File: src/rtl/adc_stream_downsizer_pkg.sv
// Shared widths, data types and FSM encoding for the ADC-to-PS stream width converter.
package adc_pkg;

  localparam int ADC_IN_W  = 128;
  localparam int ADC_PS_W  = 32;
  localparam int ADC_RATIO = ADC_IN_W / ADC_PS_W;

  typedef logic [ADC_IN_W-1:0] adc_beat_t;
  typedef logic [ADC_PS_W-1:0] adc_word_t;

  typedef enum logic {
    DSZ_EMPTY = 1'b0,
    DSZ_DRAIN = 1'b1
  } dsz_state_e;

  // Index width that stays legal (>= 1 bit) when the ratio is 1.
  function automatic int idx_width(input int ratio);
    return (ratio > 1) ? $clog2(ratio) : 1;
  endfunction

endpackage

File: src/rtl/adc_dsz_skid.sv
// Generic 2-entry AXI-Stream skid buffer with a registered ready.
// Ready is high whenever fewer than two entries are held.
module adc_dsz_skid #(
  parameter int WIDTH = 128
) (
  input  logic             clk,
  input  logic             rst_n,
  input  logic [WIDTH-1:0] s_tdata,
  input  logic             s_tvalid,
  output logic             s_tready,
  output logic [WIDTH-1:0] m_tdata,
  output logic             m_tvalid,
  input  logic             m_tready
);

  logic [WIDTH-1:0] mem_q [2];
  logic             wr_ptr_q;
  logic             rd_ptr_q;
  logic [1:0]       count_q;
  logic [1:0]       count_d;
  logic             ready_q;
  logic             push;
  logic             pop;

  assign push     = s_tvalid & ready_q;
  assign pop      = m_tvalid & m_tready;
  assign m_tvalid = (count_q != 2'd0);
  assign m_tdata  = mem_q[rd_ptr_q];
  assign s_tready = ready_q;

  always_comb begin
    count_d = count_q;
    case ({push, pop})
      2'b10:   count_d = count_q + 2'd1;
      2'b01:   count_d = count_q - 2'd1;
      default: count_d = count_q;
    endcase
  end

  // NOTE: state registers use non-blocking assignments so every flop samples pre-edge values.
  always_ff @(posedge clk or negedge rst_n) begin
    if (!rst_n) begin
      wr_ptr_q <= 1'b0;
      rd_ptr_q <= 1'b0;
      count_q  <= 2'd0;
      ready_q  <= 1'b0;
    end else begin
      wr_ptr_q <= wr_ptr_q ^ push;
      rd_ptr_q <= rd_ptr_q ^ pop;
      count_q  <= count_d;
      ready_q  <= (count_d < 2'd2);
    end
  end

  // NOTE: entry storage is not reset; count_q gates its visibility, so resetting it only costs routing.
  always_ff @(posedge clk) begin
    if (push) mem_q[wr_ptr_q] <= s_tdata;
  end

endmodule

File: src/rtl/adc_stream_downsizer.sv
// Splits each wide AXIS beat into IN_WIDTH/OUT_WIDTH narrow words, least-significant first.
// Optional packet framing (m_axis_tlast every PKT_WORDS words) is enabled by defining ADC_DSZ_TLAST_EN.
module adc_stream_downsizer
  import adc_pkg::*;
#(
  parameter int IN_WIDTH  = ADC_IN_W,
  parameter int OUT_WIDTH = ADC_PS_W,
  parameter int PKT_WORDS = 1024
) (
  input  logic                 pl_clk,
  input  logic                 rst,
  input  logic [IN_WIDTH-1:0]  s_axis_tdata,
  input  logic                 s_axis_tvalid,
  output logic                 s_axis_tready,
  output logic [OUT_WIDTH-1:0] m_axis_tdata,
  output logic                 m_axis_tvalid,
`ifdef ADC_DSZ_TLAST_EN
  output logic                 m_axis_tlast,
`endif
  input  logic                 m_axis_tready
);

  localparam int RATIO = IN_WIDTH / OUT_WIDTH;
  localparam int IDX_W = idx_width(RATIO);

  if (IN_WIDTH % OUT_WIDTH != 0) begin : g_bad_ratio
    $error("adc_stream_downsizer: IN_WIDTH must be a multiple of OUT_WIDTH");
  end
  if (PKT_WORDS < 1) begin : g_bad_pkt
    $error("adc_stream_downsizer: PKT_WORDS must be at least 1");
  end

  logic [IN_WIDTH-1:0] skid_data;
  logic                skid_valid;
  logic                skid_pop;

  adc_dsz_skid #(
    .WIDTH(IN_WIDTH)
  ) u_skid (
    .clk      (pl_clk),
    .rst_n    (rst),
    .s_tdata  (s_axis_tdata),
    .s_tvalid (s_axis_tvalid),
    .s_tready (s_axis_tready),
    .m_tdata  (skid_data),
    .m_tvalid (skid_valid),
    .m_tready (skid_pop)
  );

  dsz_state_e                      state_q;
  dsz_state_e                      state_d;
  logic [RATIO-1:0][OUT_WIDTH-1:0] hold_q;
  logic [IDX_W-1:0]                idx_q;
  logic [IDX_W-1:0]                idx_d;
  logic                            out_fire;
  logic                            last_word;
  logic                            load;

  assign m_axis_tvalid = (state_q == DSZ_DRAIN);
  assign out_fire      = m_axis_tvalid & m_axis_tready;
  assign last_word     = (idx_q == IDX_W'(RATIO - 1));
  assign m_axis_tdata  = hold_q[idx_q];
  assign skid_pop      = load;

  // NOTE: every always_comb output is defaulted first so no path can infer a latch.
  always_comb begin
    state_d = state_q;
    idx_d   = idx_q;
    load    = 1'b0;
    case (state_q)
      DSZ_EMPTY: begin
        if (skid_valid) begin
          load    = 1'b1;
          idx_d   = '0;
          state_d = DSZ_DRAIN;
        end
      end
      DSZ_DRAIN: begin
        if (out_fire) begin
          if (!last_word) begin
            idx_d = idx_q + 1'b1;
          end else if (skid_valid) begin
            // Reload on the final word so back-to-back beats leave no bubble.
            load  = 1'b1;
            idx_d = '0;
          end else begin
            idx_d   = '0;
            state_d = DSZ_EMPTY;
          end
        end
      end
      default: begin
        idx_d   = '0;
        state_d = DSZ_EMPTY;
      end
    endcase
  end

  // HOLD is cleared on reset because its slice drives m_axis_tdata directly.
  always_ff @(posedge pl_clk or negedge rst) begin
    if (!rst) begin
      state_q <= DSZ_EMPTY;
      idx_q   <= '0;
      hold_q  <= '0;
    end else begin
      state_q <= state_d;
      idx_q   <= idx_d;
      if (load) hold_q <= skid_data;
    end
  end

`ifdef ADC_DSZ_TLAST_EN
  localparam int WCNT_W = (PKT_WORDS > 1) ? $clog2(PKT_WORDS) : 1;

  logic [WCNT_W-1:0] wcnt_q;
  logic              wcnt_last;

  assign wcnt_last    = (wcnt_q == WCNT_W'(PKT_WORDS - 1));
  assign m_axis_tlast = m_axis_tvalid & wcnt_last;

  // Packet boundaries follow output words only; they drift relative to input beats.
  always_ff @(posedge pl_clk or negedge rst) begin
    if (!rst) begin
      wcnt_q <= '0;
    end else if (out_fire) begin
      wcnt_q <= wcnt_last ? '0 : wcnt_q + 1'b1;
    end
  end
`else
  // Unframed stream: no word counter and no end-of-packet marker.
`endif

endmodule

File: config.mk
export PLATFORM = sky130hd
export DESIGN_NAME = adc_stream_downsizer
export DESIGN_NICKNAME = d
export VERILOG_FILES = /design/src/rtl/adc_stream_downsizer_pkg.sv /design/src/rtl/adc_dsz_skid.sv /design/src/rtl/adc_stream_downsizer.sv
export SDC_FILE = /design/constraint.sdc
export NUM_CORES = 1
export LEC_CHECK = 0
export ABC_AREA = 0
export BUFFER_PORTS_ARGS = -buffer_cell sky130_fd_sc_hd__buf_2
export CAP_MARGIN = 20
export CORE_UTILIZATION = 48
export CTS_CLUSTER_SIZE = 40
export DETAILED_ROUTE_END_ITERATION = 10
export PLACE_DENSITY = 0.69
export SLEW_MARGIN = 20
export SYNTH_ARGS = -nofsm -noshare
export SYNTH_HDL_FRONTEND = slang
export SYNTH_SLANG_ARGS = --single-unit
File: constraint.sdc
create_clock -name pl_clk -period 3.9 [get_ports pl_clk]
set_input_delay 0.39 -clock pl_clk [delete_from_list [all_inputs] [get_ports pl_clk]]
set_output_delay 0.39 -clock pl_clk [all_outputs]
set_load 0.01 [all_outputs]
# Word level (Yosys, flattened, before mapping)
# Memory sizes are Yosys's and may differ from the RTL's. A register that Yosys moved wholly into a read port is not among the register bits.
# Index checks and enable logic that the tools add are counted.
dict set report word_totals {
  mem_bits_rw 256
  reg_bits 8
  in_bits 132
  mem_count 1
}
dict set report op_classes {
  muxes 16
  reduce_logical 3
  addsub 3
  eq_ne 5
  n_lt_le_gt_ge 2
  n_bitwise 6
}
# name words word_bits rd rd_clocked_by_memory_dff write_ports line_no
set mem_list {}
lappend mem_list {u_skid.mem_q 2 128 1 1 1 adc_dsz_skid.sv:16} ;# logic [WIDTH-1:0] mem_q [2];
# operator n
set ops {}
lappend ops {{$bmux W32 S2} 1}
lappend ops {{$mux W32} 1}
lappend ops {{$pmux W2 S2} 2}
lappend ops {{$mux W1} 7}
lappend ops {{$mux W2} 3}
lappend ops {{$add A2 B1 Y2 const B} 2}
lappend ops {{$eq A2 B2 Y1 const B} 2}
lappend ops {{$ne A2 B1 Y1 const B} 2}
lappend ops {{$pmux W1 S2} 2}
lappend ops {{$and A1 B1 Y1} 3}
lappend ops {{$lt A2 B3 Y1 const B} 1}
lappend ops {{$eq A2 B1 Y1 const B} 1}
lappend ops {{$lt A2 B2 Y1 const B} 1}
lappend ops {{$reduce_and A2 Y1} 1}
lappend ops {{$reduce_bool A2 Y1} 1}
lappend ops {{$sub A2 B1 Y2 const B} 1}
lappend ops {{$xor A1 B1 Y1} 2}
lappend ops {{$logic_not A1 Y1} 1}
lappend ops {{$not A1 Y1} 1}

# Depth between registers and ports, before layout
dict set report depth {
  depth_word 9
  ltp_mapped 9
}

# Hierarchy
# A second synthesis with hierarchy kept.
dict set report unflattened {
  cells_unflattened 1042
  hier_area_um2 17073.9
}
# mod cells_per_inst area_each_um2 n_inst
set by_module_without_submodules {}
lappend by_module_without_submodules {adc_dsz_skid 418 9520.4 1}
lappend by_module_without_submodules {adc_stream_downsizer 624 7553.5 1}

# Least setup slack after synthesis
# OpenSTA, ideal clock, no wires.
dict set report synth_path {
  kind {register -> register}
  start {register u_skid.ready_q (netlist: u_skid.s_tready)}
  end {memory u_skid.mem_q[1][0], enable pin}
  setup_ps 503
  path_stages_with_launch 4
  setup_slack_ps -130
  t_required_ps 3397
  t_arrival_ps 3527
  synth_period_minus_slack_ps 4030
  cell_sequence {dfrtp_1 -> nand2_1 -> inv_1 -> ha_1}
}
dict set report synth_via {
  elab_chain_cells 3
}
# item line_no
set synth_lines {}
lappend synth_lines {{from (decl)} adc_dsz_skid.sv:21} ;# logic ready_q;
lappend synth_lines {{from (signal assigned)} adc_dsz_skid.sv:51} ;# ready_q <= (count_d < 2'd2);
lappend synth_lines {{$and A1 B1 Y1} adc_dsz_skid.sv:25} ;# assign push = s_tvalid & ready_q;
lappend synth_lines {{$mux W1} adc_dsz_skid.sv:57} ;# if (push) mem_q[wr_ptr_q] <= s_tdata;
lappend synth_lines {{$mux W1 (not written as such)} adc_dsz_skid.sv:57}
lappend synth_lines {{to (decl)} adc_dsz_skid.sv:16}
# Every way passes these cells.

# Worst setup path after layout
dict set report layout_path {
  start {register idx_q[0]}
  end {output m_axis_tdata[17]}
}
dict set report layout_via {
  elab_chain_cells 2
}
# item line_no
set layout_lines {}
lappend layout_lines {{from (decl)} adc_stream_downsizer.sv:53} ;# logic [IDX_W-1:0] idx_q;
lappend layout_lines {{from (signal assigned)} adc_stream_downsizer.sv:107} ;# idx_q <= idx_d;
lappend layout_lines {{$bmux W32 S2} adc_stream_downsizer.sv:62} ;# assign m_axis_tdata = hold_q[idx_q];
lappend layout_lines {{$mux W32 (not written as such)} adc_stream_downsizer.sv:62}
lappend layout_lines {{to (decl)} adc_stream_downsizer.sv:15} ;# output logic [OUT_WIDTH-1:0] m_axis_tdata,
# Every way passes these cells. The select of a mux whose other input is x is not followed.

==> results.ini <==
[timing]
hold_viol = 0
setup_violations = 0
slew_violations = 0
rsz0062_at_grt = false
fin_crit_sh_pct = 69.3
worstMarginPinSlew_ns = 0.939
max_freq_mhz = 370
skew_ns = 0.0111
finalWorstPathRequiredPeriod_ns = 2.70
max_slew_margin_pct = 37.3

[worst_setup_path]
crit_chain = buf_4 > mux4_2 > buf_2
r2r_cells = 6
cpPeakStageDelay_ns = 0.63
crit_fanout = 34
critPathKind = reg -> out
slowest_stage = buf_4
crit_required_ns = 3.51
endpoint_kind = output port
arrival_ns = 2.31
critPathLaunchType = flop

[clocking]
clk_latency_ns = 0.52
cts_buffers = 42
cts_sinks = 392
ctsLongestPathBuffers = 3
cts.repair.resized = 0
htreeDepth = 2
cts_root_buffer = clkbuf_16
path_clk_slew_ns = 0.06
tritoncts = done
postCtsSetupBuffers = 0

[yosys]
synth-seq-area-share_pct = 70.9
syn_area_per_cell_sq_um = 21.1
yosysUniqueCellTypes = 21
ys.warnings.count = 0
synth-seq-cells = 392
synth_async_sr_flop_share_pct = 34.7
synth_common_cells = edfxtp_1, mux2_2, dfrtp_1
synth.most_common_cell = edfxtp_1
synth_ff_type = edfxtp_1
syn_nets = 876
synth_edf_count = 256
syn-cell-area_sq_mm = 0.0156
synthCells = 740
yosysTopAreaCell = edfxtp_1
ys_top_cells_by_area = edfxtp_1, dfrtp_1, mux2_2
synth.top_cell.area_share_pct = 49.2

[detailed_routing]
ant_nets = 0
drt_first_pass_iters = 4
wl_per_cell_um = 19.9
routed_wl_um = 28000
vias = 7186
via_per_inst = 5.12
drc_errors = 0
drt_iter0_markers = 338

[placed_design]
place_congestion = 0.696
io_buffer_count = 165
place_inst = 1321
dp_hpwl_um = 16200

[run_status]
status = complete, no violations

[hold_path]
hold_class = in -> reg
whs_path_depth = 1

[global_routing]
antenna_found_initial = 4
grt_pass1_wl_um = 44000
grt_pass1_vias = 7765
gr-usage-all-layers_pct = 17.3
busiest_layer = met2
gr-total-overflow = 0
grtUsageMet2_pct = 28.7
met3_usage_pct = 3.71
gr-usage-met1_pct = 23.1
grt_max_degree = 98

[finish]
multi_input_area_sq_mm = 0.00417
fin_nets = 1067
register_area_sq_mm = 0.0111
drive_gt1_share_pct = 56.4
fin_util_pct = 57.7
nFillCells = 2406
layout.cells.non_filler = 1403
syn2layout_area_growth_pct = 17.4

[power_and_ir_drop]
power_density_mw_per_mm2 = 810
ir_drop_v = 0.000425
power_w = 0.0149
p_leak_nw = 7.04

[floorplan]
initial_core_util_pct = 49.2
die-area_sq_mm = 0.0333
ios = 166
die_h_um = 182
coreArea_sq_mm = 0.0318
die_w_um = 182
row_count = 65

[run]
drv_cap = 0

==> final cells by class <==
type                    instances  share of cell area (%)
diodes                          3                  0.0409
clock buffers                  58                    6.62
clock inverters                20                    1.41
inverters                       3                  0.0613
multi-input cells             309                    22.7
flip-flops and latches        392                    60.4
well taps                     435                    2.96
repair buffers                183                    5.76
==> worst max-delay path, delay by kind of cell, from the launching register on <==
family	cells	cell delay, ns
mux	1	0.62
flops	1	0.36
buf+inv	2	0.79
==> placed cells by master, fill, tap and decap left out, types with 8 or more instances in the layout <==
cell	count
mux2_2	158
clkinv_2	8
mux4_2	32
edfxtp_1	256
mux2_4	98
clkbuf_1	9
clkbuf_16	45
buf_4	10
buf_2	164
dfrtp_1	133
==> state kept, by name, indices dropped and copies added (netlist names), named ones only <==
name and flops:
u_skid.mem_q 256, hold_q 128, idx_q 2, m_axis_tvalid 1, u_skid.count_q 1, u_skid.rd_ptr_q 1
u_skid.s_tready 1, u_skid.wr_ptr_q 1
==> cells by family after synthesis <==
group | synth area share [%]
muxes | 25.4
DFF | 70.9
and+or+nand+nor | 0.224
AOI/OAI and AO/OA | 0.280
buffers and inverters | 2.58
xor gates and xnor gates | 0.280
adders and majority gates | 0.320
==> per-stage QoR <==
| stage | area [sq um] | hold slack [ns] | setup WS (ns) | setup TNS (ns) |
|---|---|---|---|---|
| 3_3_place_gp | 16900 | 0.486 | 1.65 | 0 |
| 5_1_grt | 18400 | 0.0261 | 1.03 | 0 |
| 4_1_cts | 18400 | 0.0263 | 1.11 | 0 |
| 3_5_place_dp | 16900 | 0.490 | 1.60 | 0 |
| 2_1_floorplan | 15600 | 0.0944 | -0.130 | -33.28 |
| 6_report | 18400 | 0.0535 | 1.20 | 0 |
==> layer usage <==
layer / wire, um / vias up
li1: - / 3272
met1: 12700 / 3713
met2: 13600 / 151
met3: 1170 / 46
met4: 515 / 4
met5: 27 / -
==> final timing paths <==
path                                   startpoint              endpoint  slack, ns
min in group asynchronous                     rst            hold_q[12]       0.50
worst max-delay path                     idx_q[0]      m_axis_tdata[17]       1.20
worst min-delay path            s_axis_tdata[127]  u_skid.mem_q[1][127]       0.05
worst min register to register         hold_q[87]            hold_q[87]       0.50
worst max register to register           idx_q[0]                  flop       1.64
max in group asynchronous                     rst            hold_q[89]       2.50
==> power by group <==
group	switching, W	internal (W)
logic	0.00180	0.00260
clock network	0.00156	0.00258
registers	0.000612	0.00571
==> timing repair <==
item                                   4_1_cts  5_1_grt
hold buffers                                 1        0
endpoints found under the hold margin       76        0
setup endpoints to repair                    0        0
Note: power is estimated with default switching activity, not from simulation.
